==> config.mk <==
export PLATFORM = sky130hd
export DESIGN_NAME = mem_initiator
export DESIGN_NICKNAME = d
export VERILOG_FILES = /design/src/rtl/mem_initiator.sv
export SDC_FILE = /design/constraint.sdc
export NUM_CORES = 1
export LEC_CHECK = 0
export ABC_AREA = 1
export CAP_MARGIN = 20
export CORE_MARGIN = 2
export CORE_UTILIZATION = 40
export CTS_CLUSTER_SIZE = 10
export DETAILED_ROUTE_END_ITERATION = 8
export PLACE_DENSITY_LB_ADDON = 0.12
export REMOVE_ABC_BUFFERS = 1
export SYNTH_ARGS = -nofsm -noshare
export SYNTH_HDL_FRONTEND = slang
export SYNTH_SLANG_ARGS = --single-unit
==> constraint.sdc <==
create_clock -name clk -period 7.65 [get_ports clk]
set_input_delay 0.765 -clock clk [delete_from_list [all_inputs] [get_ports clk]]
set_output_delay 0.765 -clock clk [all_outputs]
set_load 0.02 [all_outputs]
==> src/rtl/mem_initiator.sv <==
// Initiator side of the core memory port: one load, store or atomic RMW in flight,
// sequenced as IDLE -> READ -> WRITE -> RESP with a bounded wait-state timeout.
module mem_initiator #(
    parameter int DATA_W   = 32,
    parameter int ADDR_W   = 16,
    parameter int WAIT_MAX = 255
) (
    input  logic              clk,
    input  logic              rst_n,
    input  logic              req_valid,
    output logic              req_ready,
    input  logic [1:0]        req_op,
    input  logic [ADDR_W-1:0] req_addr,
    input  logic [DATA_W-1:0] req_wdata,
    output logic              resp_valid,
    output logic [DATA_W-1:0] resp_rdata,
    output logic              resp_err,
    output logic              busy,
    output logic [ADDR_W-1:0] mem_addr,
    output logic [DATA_W-1:0] mem_data_w,
    output logic              mem_read,
    output logic              mem_write,
    output logic              mem_atomic,
    input  logic [DATA_W-1:0] mem_data_r,
    input  logic              mem_wait
);

    localparam int CNT_W = $clog2(WAIT_MAX + 1);
    localparam logic [CNT_W-1:0] WAIT_LIM = CNT_W'(WAIT_MAX);

    localparam logic [1:0] OP_LOAD  = 2'b00;
    localparam logic [1:0] OP_STORE = 2'b01;
    localparam logic [1:0] OP_ADD   = 2'b11;

    typedef enum logic [1:0] {IDLE, READ, WRITE, RESP} state_t;

    state_t            state_q, state_d;
    logic [CNT_W-1:0]  cnt_q, cnt_d;
    logic              err_q, err_d;
    logic              ready_q, ready_d;
    logic [1:0]        op_q, op_d;
    logic [ADDR_W-1:0] addr_q, addr_d;
    logic [DATA_W-1:0] wdata_q, wdata_d;
    logic [DATA_W-1:0] old_q, old_d;
    logic              in_mem_phase;

    function automatic logic [DATA_W-1:0] wrap_add(input logic [DATA_W-1:0] a,
                                                   input logic [DATA_W-1:0] b);
        return a + b;
    endfunction

    always_comb begin
        state_d = state_q;
        cnt_d   = cnt_q;
        err_d   = err_q;
        op_d    = op_q;
        addr_d  = addr_q;
        wdata_d = wdata_q;
        old_d   = old_q;
        case (state_q)
            IDLE: begin
                if (req_valid && ready_q) begin
                    op_d    = req_op;
                    addr_d  = req_addr;
                    wdata_d = req_wdata;
                    err_d   = 1'b0;
                    cnt_d   = '0;
                    state_d = (req_op == OP_STORE) ? WRITE : READ;
                end
            end
            READ: begin
                if (!mem_wait) begin
                    old_d   = mem_data_r;
                    state_d = (op_q == OP_LOAD) ? RESP : WRITE;
                end else if (cnt_q == WAIT_LIM) begin
                    // Timeout skips WRITE so an abandoned atomic never modifies memory.
                    err_d   = 1'b1;
                    state_d = RESP;
                end else begin
                    cnt_d = cnt_q + CNT_W'(1);
                end
            end
            WRITE:   state_d = RESP;
            RESP:    state_d = IDLE;
            default: state_d = IDLE;
        endcase
        ready_d = (state_d == IDLE);
    end

    always_ff @(posedge clk) begin
        if (!rst_n) begin
            state_q <= IDLE;
            cnt_q   <= '0;
            err_q   <= 1'b0;
            ready_q <= 1'b0;
        end else begin
            state_q <= state_d;
            cnt_q   <= cnt_d;
            err_q   <= err_d;
            ready_q <= ready_d;
        end
    end

    // Request payload and captured read data carry no reset; outputs are gated by state.
    always_ff @(posedge clk) begin
        op_q    <= op_d;
        addr_q  <= addr_d;
        wdata_q <= wdata_d;
        old_q   <= old_d;
    end

    assign in_mem_phase = (state_q == READ) || (state_q == WRITE);

    assign req_ready  = ready_q;
    assign busy       = (state_q != IDLE);
    assign mem_read   = (state_q == READ);
    assign mem_write  = (state_q == WRITE);
    assign mem_atomic = in_mem_phase && op_q[1];
    assign mem_addr   = in_mem_phase ? addr_q : '0;
    assign mem_data_w = (state_q != WRITE) ? '0 :
                        (op_q == OP_ADD)   ? wrap_add(old_q, wdata_q) : wdata_q;
    assign resp_valid = (state_q == RESP);
    assign resp_err   = (state_q == RESP) && err_q;
    assign resp_rdata = ((state_q == RESP) && !err_q && (op_q != OP_STORE)) ? old_q : '0;

endmodule
==> impl_metrics.sql, run 1 <==
INSERT INTO impl_metrics (metric_group, metric, value, unit) VALUES
('synth', 'syn-mean-instance-area', '7.04', 'sq um'),
('route', 'routed-via-count', '5847', ''),
('synth', 'synthMuxAreaShare', '0', '%'),
('sta', 'count_of_final_setup_violators', '0', ''),
('setup_path', 'cp.required', '6.88', 'ns'),
('global_routing', 'grt.overflow.total', '0', ''),
('sta', 'maxClockFrequency', '0.254', 'GHz'),
('cts', 'path_clk_slew', '0.07', 'ns'),
('synth', 'synth_xor_xnor_area_share', '2.59', '%'),
('outcome', 'status', 'finished clean', ''),
('synth', 'ys_top_cells_by_area', 'edfxtp_1 (38%), nand2_1 (16%), inv_1 (12%), nor2_1 (8.5%), ha_1 (7.0%)', ''),
('sta', 'final.min_clock_period', '3.93', 'ns'),
('place', 'detailed_place_hpwl', '13600', 'um'),
('global_routing', 'antenna_found_initial', '0', ''),
('setup_path', 'worst_ep_arrival_time', '3.17', 'ns'),
('setup_path', 'critPathMostFrequentCell', 'nand2_1', ''),
('setup_path', 'timing.critical_path.buf_inv', '2', ''),
('global_routing', 'global_route_wire_length_before_repair', '27700', 'um'),
('die', 'fp.dieArea', '17100', 'sq um'),
('place', 'routabilityCongestion', '0.903', ''),
('synth', 'post_synth_fa_ha_maj_area_fraction', '7.31', '%'),
('power_and_ir_drop', 'power.density', '268', 'nW/um^2'),
('setup_path', 'worstPathCellList', 'ha_1, fa_1, nand3_1, nand3_1, nand2_1, nand2_1, nand2_1, nand2_1, nand2_1, nand3_1, nand3_1, nand2_1, inv_1, clkdlybuf4s50_1', ''),
('setup_path', 'setup.worst_path.end_class', 'output pin', ''),
('synth', 'post_synth_instance_area', '6430', 'sq um'),
('cts', 'numClockSinks', '94', ''),
('route', 'route.antenna.remaining_nets', '0', ''),
('die', 'die-height', '131', 'um'),
('synth', 'synth_sequential_area_ratio', '42.0', '%'),
('die', 'die_w', '131', 'um'),
('global_routing', 'grt_pass1_vias', '5607', ''),
('sta', 'min_period_over_period', '51.4', '%'),
('place', 'place_area', '8390', 'sq um'),
('cells_and_area', 'fin_nets', '1209', ''),
('cts', 'cts_htree_levels', '3', ''),
('setup_path', 'critPathTopFamily', 'simple AND/OR/NAND/NOR gates', ''),
('setup_path', 'crit_path_max_incr_delay', '0.59', 'ns'),
('route', 'drt_drc_violations_left', '0', ''),
('cells_and_area', 'area.growth.synth_to_final', '35.7', '%'),
('synth', 'asyncSetResetFlopFracSynth', '0', '%'),
('die', 'placementRows', '46', ''),
('cells_and_area', 'n_fill_cell', '1570', ''),
('cells_and_area', 'final_cell_area', '8730', 'sq um'),
('die', 'design.core.area', '15800', 'sq um'),
('synth', 'yosysTopAreaCell', 'edfxtp_1', ''),
('cts', 'insertion_delay', '0.36', 'ns'),
('place', 'port_buffers', '172', ''),
('cells_and_area', 'insertedDiodeCount', '0', ''),
('synth', 'synthesis.yosys.warnings', '0', ''),
('synth', 'postSynthCellCount', '914', ''),
('cts', 'clk_root_buffer_cell', 'clkbuf_16', ''),
('synth', 'synth_ff_type', 'edfxtp_1', ''),
('cts', 'cts.hold.buffers_added', '0', ''),
('sta', 'hold_ws', '0.483', 'ns'),
('route', 'drt_pre_antenna_iters', '4', ''),
('die', 'io_pins', '173', ''),
('global_routing', 'grt_start_max_net_pins', '51', ''),
('synth', 'yosys_register_bits', '94', ''),
('route', 'routed_via_density', '4.47', ''),
('die', 'start_util', '40.6', '%'),
('setup_path', 'crit_path_start_kind', 'flip-flop', ''),
('route', 'finalWirelength', '17600', 'um'),
('sta', 'finalHoldViolCount', '0', ''),
('synth', 'synth_top_family_by_area', 'simple AND/OR/NAND/NOR gates', ''),
('synth', 'synth_area_in_simple_gates', '30.1', '%'),
('cts', 'cts_max_path_buffers', '2', ''),
('hold_path', 'hold_path_class', 'flip-flop to flip-flop', ''),
('cts', 'tritoncts', 'built', ''),
('route', 'first_iter_violations', '273', ''),
('setup_path', 'largest_fanout_on_the_critical_path', '4', ''),
('synth', 'netlist-cell-type-count', '30', '');
## synthesized netlist by cell type, drive strengths merged (4+ instances only)
| library cell | count |
|---|---|
| dfxtp | 12 |
| inv | 203 |
| nand3b | 4 |
| nand2 | 277 |
| o21ai | 24 |
| xnor2 | 4 |
| clkbuf | 13 |
| nand3 | 41 |
| ha | 36 |
| xor2 | 15 |
| nor3 | 7 |
| nor2 | 146 |
| a21oi | 34 |
| edfxtp | 82 |
## per-stage QoR
step	utilization (%)	power (mW)	setup WS, ns	cells
5_1_grt	55.1	2.51	3.45	1307
4_1_cts	55.0	2.36	3.67	1306
6_report	55.1	2.34	3.72	1307
2_1_floorplan	-	1.39	4.60	900
3_5_place_dp	53.0	1.87	4.09	1290
3_3_place_gp	53.0	1.87	4.12	1290
## placed cells by master (no fill, tap or decap), drive strengths merged
cell type      instances
nand3b                 4
o21ai                 24
and2                   3
ha                    36
edfxtp                82
clkdlybuf4s50        172
o21bai                 2
bufinv                 1
clkbuf                 9
buf                    3
xnor2                  4
xor2                  15
a21o                   1
a21oi                 34
nor2                 146
inv                  206
clkinv                 4
nor3                   7
dfxtp                 12
nand2                277
o211ai                 3
nor4                   1
fa                     1
nand3                 41
nand4                  3
## final timing paths
| path | slack (ns) | startpoint | to | depth (start not counted) |
|---|---|---|---|---|
| worst max-delay path | 3.72 | wdata_q[0] | mem_data_w[22] | 14 |
| worst min-delay path | 0.48 | cnt_q[3] | cnt_q[3] | 1 |
| worst max register to register | 5.31 | state_q[1] | cnt_q[3] | 12 |
| worst min register to register | 0.48 | cnt_q[3] | cnt_q[3] | 1 |
## logic make-up (layout without fill, tap and decap cells)
family | count (synthesis) | in the layout
flops | 94 | 94
simple gates | 482 | 482
xor+xnor | 19 | 19
compound gates | 64 | 64
buf+inv | 218 | 395
fa+ha+maj | 37 | 37
## sequential cells by signal, summed over array words and instances (netlist names)
name and flops:
old_q 32, op_q 2, state_q 2, cnt_q 8
addr_q 16, err_q 1, wdata_q 32, req_ready 1
## power breakdown
group,internal [mW],switching (mW),leakage (nW)
combinational,0.460,0.720,3.34
clock,0.259,0.217,0.154
sequential,0.644,0.0354,0.844
## layout make-up
type | count | area [sq um] | share of cell area [%]
flip-flops and latches | 94 | 2700 | 31.0
multi-input cells | 602 | 2920 | 33.4
well taps | 216 | 270 | 3.10
repair buffers | 175 | 1760 | 20.2
clock buffers | 9 | 225 | 2.58
clock inverters | 7 | 80.1 | 0.918
inverters | 204 | 768 | 8.80
## worst reg2reg max path, stage by stage, from the launching register on
cell,delay [ns]
dfxtp_1,0.34
inv_1,0.10
ha_1,0.29
inv_1,0.21
nor2_4,0.54
buf_16,0.24
nor2_4,0.06
nand2_4,0.11
inv_4,0.06
nand2_2,0.05
inv_2,0.04
o21ai_0,0.14
a21oi_1,0.05
## routing by layer
| layer | track usage (%) | share of wire [%] | vias up |
|---|---|---|---|
| li1 | - | - | 3129 |
| met3 | 6.27 | 7.3 | 17 |
| met5 | 0 | 0 | - |
| met2 | 35.2 | 45 | 144 |
| met4 | 5.38 | 1.6 | 0 |
| met1 | 27.5 | 46 | 2557 |
Note: power is estimated with default switching activity, not from simulation.
==> run 2: changes to the inputs <==
- clock period: 7.65 -> 3.4 ns (I/O delays scaled with it)
==> run 2 against run 1 <==
Net effect:
- setup slack lost 3.5 ns
- critical path depth shrank 4
- via count grew 1.4%
- sequential share of layout area shrank 0.22 points
- die area is the same
- design area grew 0.72%
- largest cell class unchanged
- highest routed layer unchanged
==> impl_metrics.sql, run 2 (synthesis results as in run 1) <==
INSERT INTO impl_metrics (metric_group, metric, value, unit) VALUES
('route', 'routed_via_density', '4.51', ''),
('sta', 'finalHoldViolCount', '0', ''),
('place', 'routabilityCongestion', '0.912', ''),
('setup_path', 'crit_path_start_kind', 'flip-flop', ''),
('global_routing', 'grt_start_max_net_pins', '22', ''),
('cts', 'numClockSinks', '94', ''),
('cts', 'cts_made_buffers', '9', ''),
('power_and_ir_drop', 'pwr-share-clk', '19.8', '%'),
('sta', 'grt_setup_unrepaired', 'false', ''),
('sta', 'finClkSkew', '0.00548', 'ns'),
('sta', 'final-max-slew-violation-count', '0', ''),
('route', 'finalWirelength', '17800', 'um'),
('setup_path', 'worst_r2r_path_depth', '11', ''),
('route', 'route.antenna.remaining_nets', '0', ''),
('sta', 'hold_ws', '0.483', 'ns'),
('sta', 'max_slew_margin', '53.1', '%'),
('die', 'design.core.area', '15800', 'sq um'),
('die', 'fp.dieArea', '17100', 'sq um'),
('hold_path', 'hold_depth', '1', ''),
('power_and_ir_drop', 'pwr-share-seq', '29.2', '%'),
('power_and_ir_drop', 'comb_power_share', '51.0', '%'),
('power_and_ir_drop', 'cellInternalPower', '3.06', 'mW'),
('route', 'drt_drc_violations_left', '0', ''),
('setup_path', 'worst_r2r_endpoint', 'cnt_q[3]', ''),
('power_and_ir_drop', 'worst_ir_drop_vdd', '0.422', 'mV'),
('cells_and_area', 'area.sequential', '2700', 'sq um'),
('setup_path', 'reg2reg_from', 'state_q[1]', ''),
('flow_run', 'maximum_capacitance_violations', '0', ''),
('setup_path', 'critPathLaunch', 'old_q[0]', ''),
('cts', 'cts_htree_levels', '3', ''),
('cells_and_area', 'multiInputGateArea', '2930', 'sq um'),
('setup_path', 'critPathCapture', 'mem_data_w[8]', ''),
('sta', 'maxClockFrequency', '0.315', 'GHz'),
('global_routing', 'globalRouteTotalUtil', '21.5', '%'),
('die', 'io_pins', '173', ''),
('setup_path', 'setup.worst_path.end_class', 'output pin', ''),
('power_and_ir_drop', 'switchingPower', '2.18', 'mW'),
('sta', 'min_period_over_period', '93.4', '%'),
('sta', 'final.min_clock_period', '3.18', 'ns'),
('cells_and_area', 'layout-drive-gt1-share', '4.00', '%'),
('sta', 'count_of_final_setup_violators', '0', ''),
('die', 'placementRows', '46', ''),
('global_routing', 'antenna_found_initial', '0', ''),
('cts', 'path_clk_slew', '0.07', 'ns'),
('die', 'die_w', '131', 'um'),
('place', 'detailed_place_hpwl', '14000', 'um'),
('sta', 'worst_margin_pin_slew', '0.701', 'ns'),
('global_routing', 'grt.overflow.total', '0', ''),
('die', 'start_util', '40.6', '%'),
('power_and_ir_drop', 'net_switching_share_of_the_total_power', '41.6', '%'),
('setup_path', 'path_class', 'flip-flop to output pin', ''),
('cells_and_area', 'top_library_cells_by_usage_in_the_layout_fill_and_taps_aside', 'nand2_1 (271), inv_1 (198), clkdlybuf4s50_1 (160), nor2_1 (142), edfxtp_1 (82)', ''),
('global_routing', 'global_route_wire_length_before_repair', '28100', 'um'),
('cells_and_area', 'top_regs', 'old_q x32, wdata_q x32, addr_q x16', ''),
('route', 'first_iter_violations', '366', ''),
('sta', 'final.setup.tns', '0', 'ns'),
('cts', 'cts_max_path_buffers', '2', ''),
('setup_path', 'largest_fanout_on_the_critical_path', '4', ''),
('cts', 'clk_root_buffer_cell', 'clkbuf_16', ''),
('cts', 'tritoncts', 'built', ''),
('cts', 'cts.hold.buffers_added', '0', ''),
('hold_path', 'hold_path_class', 'flip-flop to flip-flop', ''),
('die', 'die-height', '131', 'um'),
('cells_and_area', 'area.growth.synth_to_final', '36.6', '%'),
('setup_path', 'cp.required', '3.06', 'ns'),
('cells_and_area', 'insertedDiodeCount', '0', ''),
('outcome', 'status', 'finished clean', ''),
('power_and_ir_drop', 'power_leakage', '4.49', 'nW'),
('cells_and_area', 'fin_nets', '1218', ''),
('cts', 'insertion_delay', '0.35', 'ns'),
('cells_and_area', 'n_fill_cell', '1539', ''),
('route', 'drt_pre_antenna_iters', '5', ''),
('power_and_ir_drop', 'power.density', '597', 'nW/um^2'),
('setup_path', 'timing.reg2reg.setup_slack', '1.23', 'ns'),
('place', 'port_buffers', '172', ''),
('route', 'routed-via-count', '5929', ''),
('setup_path', 'worst_ep_arrival_time', '2.84', 'ns'),
('cells_and_area', 'final_common_cell', 'nand2_1', ''),
('route', 'post_drt_wl_per_cell', '13.5', 'um'),
('global_routing', 'grt_pass1_vias', '5621', '');
[run 2: final cells by class]
type | instances | area share [%]
Clock inverter | 6 | 0.769
Sequential cell | 94 | 30.8
Multi-Input combinational cell | 602 | 33.4
Tap cell | 216 | 3.08
Timing Repair Buffer | 184 | 20.7
Clock buffer | 10 | 2.61
Inverter | 204 | 8.74
[run 2: power groups by stage]
stage,Sequential (mW),Combinational [mW],Clock (mW)
CTS,1.53,2.70,1.06
global placement,1.55,2.68,0
global route,1.55,2.98,1.10
finish,1.53,2.67,1.04
detailed placement,1.56,2.69,0
floorplan,1.54,1.60,0
[run 2: how the worst min path moves through the flow]
| stage | from | to | slack, ns |
|---|---|---|---|
| 2_1_floorplan | req_addr[0] | addr_q[0] | 0.44 |
| 3_3_place_gp | cnt_q[3] | cnt_q[3] | 0.47 |
| 3_5_place_dp | cnt_q[3] | cnt_q[3] | 0.48 |
| 4_1_cts | cnt_q[3] | cnt_q[3] | 0.49 |
| 5_1_grt | cnt_q[3] | cnt_q[3] | 0.50 |
| 6_report | cnt_q[3] | cnt_q[3] | 0.48 |
[run 2: critical path, cell delays in order (launching register included)]
cell and delay [ns]:
edfxtp_1 0.42, ha_1 0.24, fa_1 0.44, nand3_1 0.11
nand3_1 0.16, nand2_1 0.10, nand2_1 0.08, xor2_1 0.20
o21ai_0 0.10, inv_1 0.05, clkdlybuf4s50_1 0.59
[run 2: metal layers]
layer	global-route usage, %	part of all wire (%)	vias to the layer above
met3	6.15	7.4	13
met1	28.6	46	2592
met2	35.0	46	167
li1	-	-	3157
met4	4.88	1.2	0
met5	0	0	-
[run 2: through the flow]
stage	cells	instance area [sq um]	util (%)	power (mW)	setup slack, ns
floorplan	900	6380	-	3.14	0.351
global route	1316	8790	55.5	5.63	0.0133
finish	1316	8790	55.5	5.24	0.223
detailed placement	1298	8450	53.4	4.25	0.289
global placement	1298	8450	53.4	4.23	0.340
CTS	1315	8750	55.3	5.29	0.00494
[run 2: repair_timing]
action | 4_1_cts | 5_1_grt
pin swaps | 1 | 2
setup buffers | 1 | 1
cloned | 0 | 0
endpoints found under the hold margin | 0 | 0
gates resized for setup | 6 | 12
endpoints found under the setup margin | 7 | 15
==> run 3: changes to the inputs <==
- CTS_CLUSTER_SIZE: 10 -> 25
==> results of run 3 <==
Final layout, timing and power as in run 2 (identical DEF).
